**src/rtl/regfile_pkg.sv**
```systemverilog
// Shared constants and types for the register-file writeback arbiter and its scoreboard.
package regfile_pkg;

  localparam int REG_ADDR_W = 5;
  localparam int NUM_REGS   = 32;

  localparam logic [REG_ADDR_W-1:0] REG_X0 = 5'd0;

  typedef enum logic [1:0] {
    GNT_NONE,
    GNT_A,
    GNT_B
  } grant_e;

endpackage

```
**src/rtl/regfile_scoreboard.sv**
```systemverilog
// Busy scoreboard for destinations owned by in-flight multi-cycle ops.
// Read ports see only the registered vector; a same-cycle set beats a same-cycle clear.
module regfile_scoreboard
  import regfile_pkg::*;
(
  input  logic                  clk,
  input  logic                  rst,
  input  logic                  set_en,
  input  logic [REG_ADDR_W-1:0] set_add,
  input  logic                  clr_en,
  input  logic [REG_ADDR_W-1:0] clr_add,
  input  logic [REG_ADDR_W-1:0] rs1_add,
  output logic                  rs1_busy,
  input  logic [REG_ADDR_W-1:0] rs2_add,
  output logic                  rs2_busy,
  input  logic [REG_ADDR_W-1:0] chk_add,
  output logic                  chk_ready
);

  logic [NUM_REGS-1:0] busy_q, busy_d;

  // NOTE: combinational blocks use blocking '=' and assign every output a default first, so no latch is inferred.
  always_comb begin
    busy_d = busy_q;
    if (clr_en) busy_d[clr_add] = 1'b0;
    if (set_en && (set_add != REG_X0)) busy_d[set_add] = 1'b1;
    busy_d[REG_X0] = 1'b0;
  end

  // NOTE: sequential state uses non-blocking '<='; this vector is control state, so it is reset
  // (unlike a data RAM) to avoid phantom busy bits after power-up.
  always_ff @(posedge clk or negedge rst) begin
    if (!rst) busy_q <= '0;
    else      busy_q <= busy_d;
  end

  assign rs1_busy  = busy_q[rs1_add];
  assign rs2_busy  = busy_q[rs2_add];
  assign chk_ready = ~busy_q[chk_add];

endmodule

```
**src/rtl/regfile_wb_arbiter.sv**
```systemverilog
// Arbitrates the register file's single write port between pipeline writeback (A) and a
// multi-cycle unit (B), with a starvation guard for B and a busy scoreboard for decode.
module regfile_wb_arbiter
  import regfile_pkg::*;
#(
  parameter int WORD_LENGTH = 32,
  parameter int MAX_WAIT    = 4
) (
  input  logic                   clk,
  input  logic                   rst,
  input  logic                   a_valid,
  input  logic [REG_ADDR_W-1:0]  a_add,
  input  logic [WORD_LENGTH-1:0] a_data,
  output logic                   a_stall,
  input  logic                   b_valid,
  output logic                   b_ready,
  input  logic [REG_ADDR_W-1:0]  b_add,
  input  logic [WORD_LENGTH-1:0] b_data,
  input  logic                   issue_valid,
  input  logic [REG_ADDR_W-1:0]  issue_add,
  output logic                   issue_ready,
  input  logic [REG_ADDR_W-1:0]  add_rs1,
  input  logic [REG_ADDR_W-1:0]  add_rs2,
  output logic                   busy_rs1,
  output logic                   busy_rs2,
  output logic                   write_enable,
  output logic [REG_ADDR_W-1:0]  write_add,
  output logic [WORD_LENGTH-1:0] write_data
);

  localparam logic [3:0] MAX_WAIT_C = 4'(MAX_WAIT);

  grant_e                 grant;
  logic [3:0]             wait_cnt_q, wait_cnt_d;
  logic                   we_q, we_d;
  logic [REG_ADDR_W-1:0]  add_q, add_d;
  logic [WORD_LENGTH-1:0] data_q, data_d;

  always_comb begin
    grant = GNT_NONE;
    if (b_valid && (wait_cnt_q == MAX_WAIT_C)) grant = GNT_B;
    else if (a_valid)                          grant = GNT_A;
    else if (b_valid)                          grant = GNT_B;
  end

  assign a_stall = a_valid && (grant != GNT_A);
  assign b_ready = (grant == GNT_B);

  // Counts consecutive refusals of a pending B request; saturates so FORCE_B stays asserted.
  always_comb begin
    wait_cnt_d = wait_cnt_q;
    if (!b_valid || b_ready)         wait_cnt_d = '0;
    else if (wait_cnt_q != MAX_WAIT_C) wait_cnt_d = wait_cnt_q + 4'd1;
  end

  // x0 writes still consume the slot; only the enable is suppressed.
  always_comb begin
    we_d   = 1'b0;
    add_d  = add_q;
    data_d = data_q;
    case (grant)
      GNT_A: begin
        we_d   = (a_add != REG_X0);
        add_d  = a_add;
        data_d = a_data;
      end
      GNT_B: begin
        we_d   = (b_add != REG_X0);
        add_d  = b_add;
        data_d = b_data;
      end
      default: ;
    endcase
  end

  always_ff @(posedge clk or negedge rst) begin
    if (!rst) begin
      wait_cnt_q <= '0;
      we_q       <= 1'b0;
      add_q      <= '0;
      data_q     <= '0;
    end else begin
      wait_cnt_q <= wait_cnt_d;
      we_q       <= we_d;
      add_q      <= add_d;
      data_q     <= data_d;
    end
  end

  assign write_enable = we_q;
  assign write_add    = add_q;
  assign write_data   = data_q;

  regfile_scoreboard u_scoreboard (
    .clk       (clk),
    .rst       (rst),
    .set_en    (issue_valid && issue_ready),
    .set_add   (issue_add),
    .clr_en    (b_valid && b_ready),
    .clr_add   (b_add),
    .rs1_add   (add_rs1),
    .rs1_busy  (busy_rs1),
    .rs2_add   (add_rs2),
    .rs2_busy  (busy_rs2),
    .chk_add   (issue_add),
    .chk_ready (issue_ready)
  );

endmodule

```
**config.mk**
```make
export PLATFORM = sky130hd
export DESIGN_NAME = regfile_wb_arbiter
export DESIGN_NICKNAME = d
export VERILOG_FILES = /design/src/rtl/regfile_pkg.sv /design/src/rtl/regfile_scoreboard.sv /design/src/rtl/regfile_wb_arbiter.sv
export SDC_FILE = /design/constraint.sdc
export NUM_CORES = 1
export LEC_CHECK = 0
export ABC_AREA = 0
export CAP_MARGIN = 40
export CORE_ASPECT_RATIO = 0.8
export CORE_MARGIN = 4
export CORE_UTILIZATION = 47
export DETAILED_ROUTE_END_ITERATION = 6
export PLACE_DENSITY = 0.87
export SYNTH_ARGS = -nofsm -noshare
export SYNTH_HDL_FRONTEND = slang
export SYNTH_HIERARCHICAL = 1
export SYNTH_SLANG_ARGS = --single-unit
```
**constraint.sdc**
```tcl
create_clock -name clk -period 2.9 [get_ports clk]
set_clock_uncertainty 0.1 [all_clocks]
set_input_delay 0.435 -clock clk [delete_from_list [all_inputs] [get_ports clk]]
set_output_delay 0.435 -clock clk [all_outputs]
set_load 0.02 [all_outputs]
```
==> results.sh, run 1 <==
export IMPL_synth_top_area_share_pct=43.1
export IMPL_rsz0062_at_grt="false"
export IMPL_combPwrFrac_pct=28.3
export IMPL_internal_power_uw=2620
export IMPL_setup_viol=0
export IMPL_grt_ovfl_total=0
export IMPL_synth_edff_count=0
export IMPL_gp_congestion=0.955
export IMPL_synth_warnings=6
export IMPL_n_antenna_cell=0
export IMPL_maxCapViolations=0
export IMPL_drt_vias_per_instance=6.02
export IMPL_power_leakage_uw=0.00251
export IMPL_pwr_density_cell_nw_per_um2=622
export IMPL_design_area_sq_um=6150
export IMPL_postSynth_asyncResetShare_pct=100
export IMPL_clockRootBuffer="clkbuf_16"
export IMPL_use_met3_pct=8.82
export IMPL_grt_busiest_layer="met2"
export IMPL_drcViolationCount=0
export IMPL_htree_levels=3
export IMPL_antenna_found_initial=0
export IMPL_grt_util_met1_pct=32.1
export IMPL_worst_hold_slack_ns=0.00761
export IMPL_ff2ff_path_depth=10
export IMPL_postSynthAreaPerCell_sq_um=10.2
export IMPL_place_hpwl_um=9900
export IMPL_coreArea_sq_um=8630
export IMPL_regToRegSetupSlack_ns=0.27
export IMPL_yosysSeqAreaShare_pct=43.1
export IMPL_syn2layout_area_growth_pct=45.1
export IMPL_synth_top_family_by_area="multiplexers"
export IMPL_synth_ff_latch_count=73
export IMPL_slew_headroom_pct=57.6
export IMPL_synth_xor_area_share_pct=0.207
export IMPL_start_util_pct=49.1
export IMPL_num_rows=30
export IMPL_critPathKind="in -> out"
export IMPL_crit_path_top_delay_cell="clkdlybuf4s50_1"
export IMPL_placed_cell_area_sq_um=5780
export IMPL_fin_crit_ns=2.84
export IMPL_track_usage_pct=26.6
export IMPL_die_w_um=114
export IMPL_ant_nets=0
export IMPL_synth_area_mux_share_pct=21.0
export IMPL_synth_fa_ha_area_share_pct=1.48
export IMPL_finalHoldViolCount=0
export IMPL_numPlacedInstances=666
export IMPL_start_kind="input pin"
export IMPL_max_stage_delay_ns=0.54
export IMPL_slew_viol_final=0
export IMPL_syn_area_sq_um=4240
export IMPL_p_clk_share_pct=33.1
export IMPL_worstSkewPairLatency_ns=0.33
export IMPL_nNetsFinal=664
export IMPL_yosysTopAreaCell="dfrtp_1"
export IMPL_synthCells=417
export IMPL_port_buffers=136
export IMPL_grt_max_degree=76
export IMPL_hold_class="in -> async"
export IMPL_min_period_over_period_pct=98.0
export IMPL_drive_gt1_share_pct=11.8
export IMPL_crit_path_max_fanout=3
export IMPL_synth_simple_gate_area_share_pct=12.6
export IMPL_wl_per_cell_um=20.3
export IMPL_peakVddDrop_uv=332
export IMPL_total_power_uw=3830
export IMPL_clock_sinks=73
export IMPL_grt_first_pass_wirelength_um=21900
export IMPL_cts_clk_slew_worst_paths_ns=0.06
export IMPL_endpoint_kind="output port"
export IMPL_path_cells="clkdlybuf4s50_1, mux2_2, o311ai_2, a221oi_1, a211o_1, clkdlybuf4s15_1"
export IMPL_worst_pin_slew_ns=0.636
export IMPL_ctsHoldBuffers=0
export IMPL_firstDrtPassIters=7
export IMPL_vias=4103
export IMPL_grt_pass1_vias=4207
export IMPL_fmax_mhz=352
export IMPL_synth_area_leaders="dfrtp_1 43%, mux2i_1 14%, o21ai_0 12%"
export IMPL_wirelength_um=13900
export IMPL_power_switching_uw=1200
export IMPL_gr_usage_met2_pct=43.7
export IMPL_synth_fp_nets=516
export IMPL_cts_tree="built"
export IMPL_die_area_sq_um=10600
export IMPL_stdcell_count=682
export IMPL_status="completed"
export IMPL_post_cts_buffers=0
export IMPL_cts_buffer_depth=2
export IMPL_synthFlopType="dfrtp_1"
export IMPL_swShare_pct=31.5
export IMPL_die_h_um=92.9
export IMPL_cp_data_arrival_time_ns=2.31
export IMPL_required_ns=2.37
export IMPL_io_pins=137
export IMPL_cts_made_buffers=9
export IMPL_synth_distinct_cells=43
export IMPL_synth_compound_area_share_pct=17.3
export IMPL_drtIter0Drc=534
export IMPL_seq_power_share_pct=38.6
-- state kept, by name (all words and copies together), names as in the netlist --
signal               flops
write_data              32
u_scoreboard/busy_q     31
wait_cnt_q               4
write_enable             1
write_add                5
-- cells in the mapped netlist, types with 6 or more instances --
cell type	n
clkbuf_1	7
dfrtp_1	73
inv_1	10
mux2_2	6
mux2i_1	58
mux4_2	6
nand2_1	48
nand3_1	7
nand3b_1	11
nor2_1	7
nor2b_1	6
o21ai_0	102
-- final cells by class --
type                    count  area [sq um]
fillers                   623          2490
multi-input cells         311          2250
flip-flops and latches     73          1830
repair buffers            160          1540
clock buffers               9           225
well taps                 112           140
clock inverters             7           119
inverters                  10          37.5
-- kinds of logic (layout without fill, tap and decap cells) --
| family | Yosys count | in the layout |
|---|---|---|
| simple gates | 101 | 101 |
| mux | 74 | 74 |
| buf+inv | 33 | 186 |
| xor+xnor | 1 | 1 |
| compound gates | 130 | 130 |
| flops | 73 | 73 |
| fa+ha+maj | 5 | 5 |
-- power groups by stage --
stage | clock network [uW] | logic [uW] | registers (uW)
finish | 1270 | 1080 | 1480
floorplan | 0 | 459 | 1480
global route | 1330 | 1160 | 1490
CTS | 1280 | 1080 | 1460
global placement | 0 | 1020 | 1460
detailed placement | 0 | 1060 | 1470
-- critical path, delay by kind of cell --
| kind | cells | cell delay, ns |
|---|---|---|
| compound gates | 3 | 0.68 |
| buf+inv | 2 | 0.82 |
| mux | 1 | 0.37 |
-- per-layer routing --
layer | wire, um | part of all wire (%)
met1 | 4920 | 35
met5 | 0 | 0
met2 | 6780 | 49
met4 | 459 | 3.3
met3 | 1710 | 12
-- cells in the final DEF, fill, tap and decap left out, drive strengths merged, types with 3 or more instances in the layout --
| master | Yosys | final |
|---|---|---|
| clkdlybuf4s50 | 0 | 127 |
| nand2 | 48 | 48 |
| a22oi | 4 | 4 |
| nand3b | 11 | 11 |
| nor2b | 6 | 6 |
| a2111oi | 5 | 5 |
| mux4 | 10 | 10 |
| o21ai | 102 | 102 |
| mux2i | 58 | 58 |
| inv | 10 | 10 |
| clkbuf | 9 | 10 |
| or3b | 5 | 5 |
| dfrtp | 73 | 73 |
| buf | 14 | 25 |
| nand3 | 7 | 7 |
| a21oi | 5 | 5 |
| ha | 5 | 5 |
| or3 | 3 | 3 |
| mux2 | 6 | 6 |
| nor2 | 7 | 7 |
| bufinv | 0 | 3 |
| o311a | 3 | 3 |
| dlygate4sd2 | 0 | 4 |
-- what timing repair did --
item	CTS	global route
hold endpoints to repair	0	0
endpoints found under the setup margin	5	11
resized for setup	11	10
pin swaps	0	0
-- per-stage QoR --
| stage | setup WS (ns) | utilization, % | TNS, ns |
|---|---|---|---|
| after floorplan | 0.316 | - | 0 |
| after global placement | -0.276 | 67.0 | -1.79 |
| after detailed placement | -0.341 | 67.0 | -2.35 |
| after CTS | 0.0147 | 71.1 | 0 |
| after global routing | 0.0120 | 71.2 | 0 |
| final | 0.0584 | 71.2 | 0 |
-- path summary, 6_finish.rpt --
path,endpoint,startpoint
hold reg to reg,write_data[22]$_DFFE_PN0P_,write_data[22]$_DFFE_PN0P_
max in group asynchronous,write_add[1]$_DFFE_PN0P_,rst
setup / recovery,busy_rs2,add_rs2[2]
hold / removal,write_data[8]$_DFFE_PN0P_,rst
setup reg to reg,u_scoreboard/busy_q[8]$_DFF_PN0_,wait_cnt_q[0]$_DFFE_PN0P_
min in group clk,write_data[22]$_DFFE_PN0P_,write_data[22]$_DFFE_PN0P_
Power figures use the tool's default switching activity.
==> run 2: changes to the inputs <==
- SKIP_CTS_REPAIR_TIMING: unset -> 1
==> run 2 against run 1 <==
  * Critical path depth increased by 1
  * Register-to-register slack about the same
  * Worst setup slack improved by 0.023 ns
  * Non-clock buffer count unchanged
  * Die area unchanged
  * Worst hold slack got worse by 0.0022 ns
  * Critical path type unchanged
  * Largest power group unchanged
==> results.sh, run 2 (synthesis results as in run 1) <==
export IMPL_status="completed"
export IMPL_drtIter0Drc=400
export IMPL_setup_viol=0
export IMPL_finalHoldViolCount=0
export IMPL_critPathKind="in -> out"
export IMPL_htree_levels=3
export IMPL_slew_viol_final=0
export IMPL_firstDrtPassIters=7
export IMPL_stdcell_count=682
export IMPL_crit_path_top_delay_cell="mux4_2"
export IMPL_io_pins=137
export IMPL_nNetsFinal=664
export IMPL_start_util_pct=49.1
export IMPL_hold_class="in -> async"
export IMPL_final_cell_mix="127 x clkdlybuf4s50_1, 101 x o21ai_0, 73 x dfrtp_1, 58 x mux2i_1, 48 x nand2_1"
export IMPL_grt_ovfl_total=0
export IMPL_n_antenna_cell=0
export IMPL_die_h_um=92.9
export IMPL_cp_data_arrival_time_ns=2.28
export IMPL_min_period_over_period_pct=97.2
export IMPL_num_rows=30
export IMPL_ant_nets=0
export IMPL_slew_headroom_pct=58.0
export IMPL_syn2layout_area_growth_pct=45.3
export IMPL_antenna_found_initial=0
export IMPL_crit_path_max_fanout=9
export IMPL_clock_sinks=73
export IMPL_endpoint_kind="output port"
export IMPL_fillers=615
export IMPL_peakVddDrop_uv=327
export IMPL_port_buffers=136
export IMPL_fin_crit_ns=2.82
export IMPL_largest_reg_flops=32
export IMPL_grt_pass1_vias=4189
export IMPL_power_leakage_uw=0.00256
export IMPL_drcViolationCount=0
export IMPL_grt_first_pass_wirelength_um=21800
export IMPL_worst_hold_slack_ns=0.00539
export IMPL_grt_max_degree=76
export IMPL_numPlacedInstances=666
export IMPL_drt_vias_per_instance=6.11
export IMPL_gp_congestion=0.955
export IMPL_fmax_mhz=355
export IMPL_crit_family="buffers and inverters"
export IMPL_max_stage_delay_ns=0.51
export IMPL_drive_gt1_share_pct=11.2
export IMPL_vias=4169
export IMPL_layout_commonest_cell="clkdlybuf4s50_1"
export IMPL_pwr_density_cell_nw_per_um2=621
export IMPL_cts_made_buffers=9
export IMPL_crit_buf_inv=3
export IMPL_start_kind="input pin"
export IMPL_wl_per_cell_um=20.5
export IMPL_cts_tree="built"
export IMPL_design_area_sq_um=6160
export IMPL_wirelength_um=14000
export IMPL_clockRootBuffer="clkbuf_16"
export IMPL_worst_pin_slew_ns=0.630
export IMPL_place_hpwl_um=9900
export IMPL_required_ns=2.37
export IMPL_track_usage_pct=26.5
export IMPL_maxCapViolations=0
export IMPL_die_w_um=114
export IMPL_coreArea_sq_um=8630
export IMPL_total_power_uw=3830
export IMPL_path_cells="clkdlybuf4s50_1, buf_4, mux4_2, nand2_1, and3_1, o311a_1, dlymetal6s2s_1"
export IMPL_die_area_sq_um=10600
export IMPL_final_util_pct=71.3
export IMPL_placed_cell_area_sq_um=5780
export IMPL_worstSkewPairLatency_ns=0.33
export IMPL_cts_clk_slew_worst_paths_ns=0.06
export IMPL_cts_buffer_depth=2
==> run 2: cell types whose count changed in the layout (fill, tap and decap cells not counted), sizes merged <==
cell,change
dlymetal6s2s,+6
dlygate4sd2,-4
clkbuf,-1
clkdlybuf4s15,-1
==> run 2: stage by stage <==
stage               setup slack, ns  TNS [ns]
global route                -0.0191   -0.0191
detailed placement           -0.341     -2.35
CTS                          -0.366     -1.07
floorplan                     0.316         0
finish                       0.0817         0
global placement             -0.276     -1.79
==> run 2: layout make-up <==
class | count | area [sq um] | area share (%)
Timing Repair Buffer | 160 | 1570 | 25.5
Inverter | 10 | 37.5 | 0.609
Clock buffer | 9 | 225 | 3.66
Tap cell | 112 | 140 | 2.28
Clock inverter | 7 | 119 | 1.93
Multi-Input combinational cell | 311 | 2240 | 36.4
Sequential cell | 73 | 1830 | 29.7
==> run 2: per-layer routing <==
metal / vias up / wire length, um / track usage (%)
li1: 1851 / - / -
met1: 1969 / 5010 / 31.9
met2: 286 / 6860 / 43.4
met3: 63 / 1620 / 8.95
met4: 0 / 511 / 11.1
met5: - / 0 / 0
==> run 2: final timing paths <==
check | start | end | slack, ns | cells past startpoint
hold / removal | rst | write_data[8]$_DFFE_PN0P_ | 0.005 | 1
setup / recovery | issue_add[1] | issue_ready | 0.08 | 7
min in group clk | write_data[1]$_DFFE_PN0P_ | write_data[1]$_DFFE_PN0P_ | 0.38 | 2
setup reg to reg | wait_cnt_q[0]$_DFFE_PN0P_ | u_scoreboard/busy_q[24]$_DFF_PN0_ | 0.27 | 10
max in group asynchronous | rst | write_add[1]$_DFFE_PN0P_ | 1.90 | 2
hold reg to reg | write_data[1]$_DFFE_PN0P_ | write_data[1]$_DFFE_PN0P_ | 0.38 | 2
==> run 2: power breakdown <==
part | internal, uW | leakage [uW] | switching, uW
combinational | 560 | 0.00150 | 525
clock | 839 | 0.000162 | 426
sequential | 1230 | 0.000891 | 252
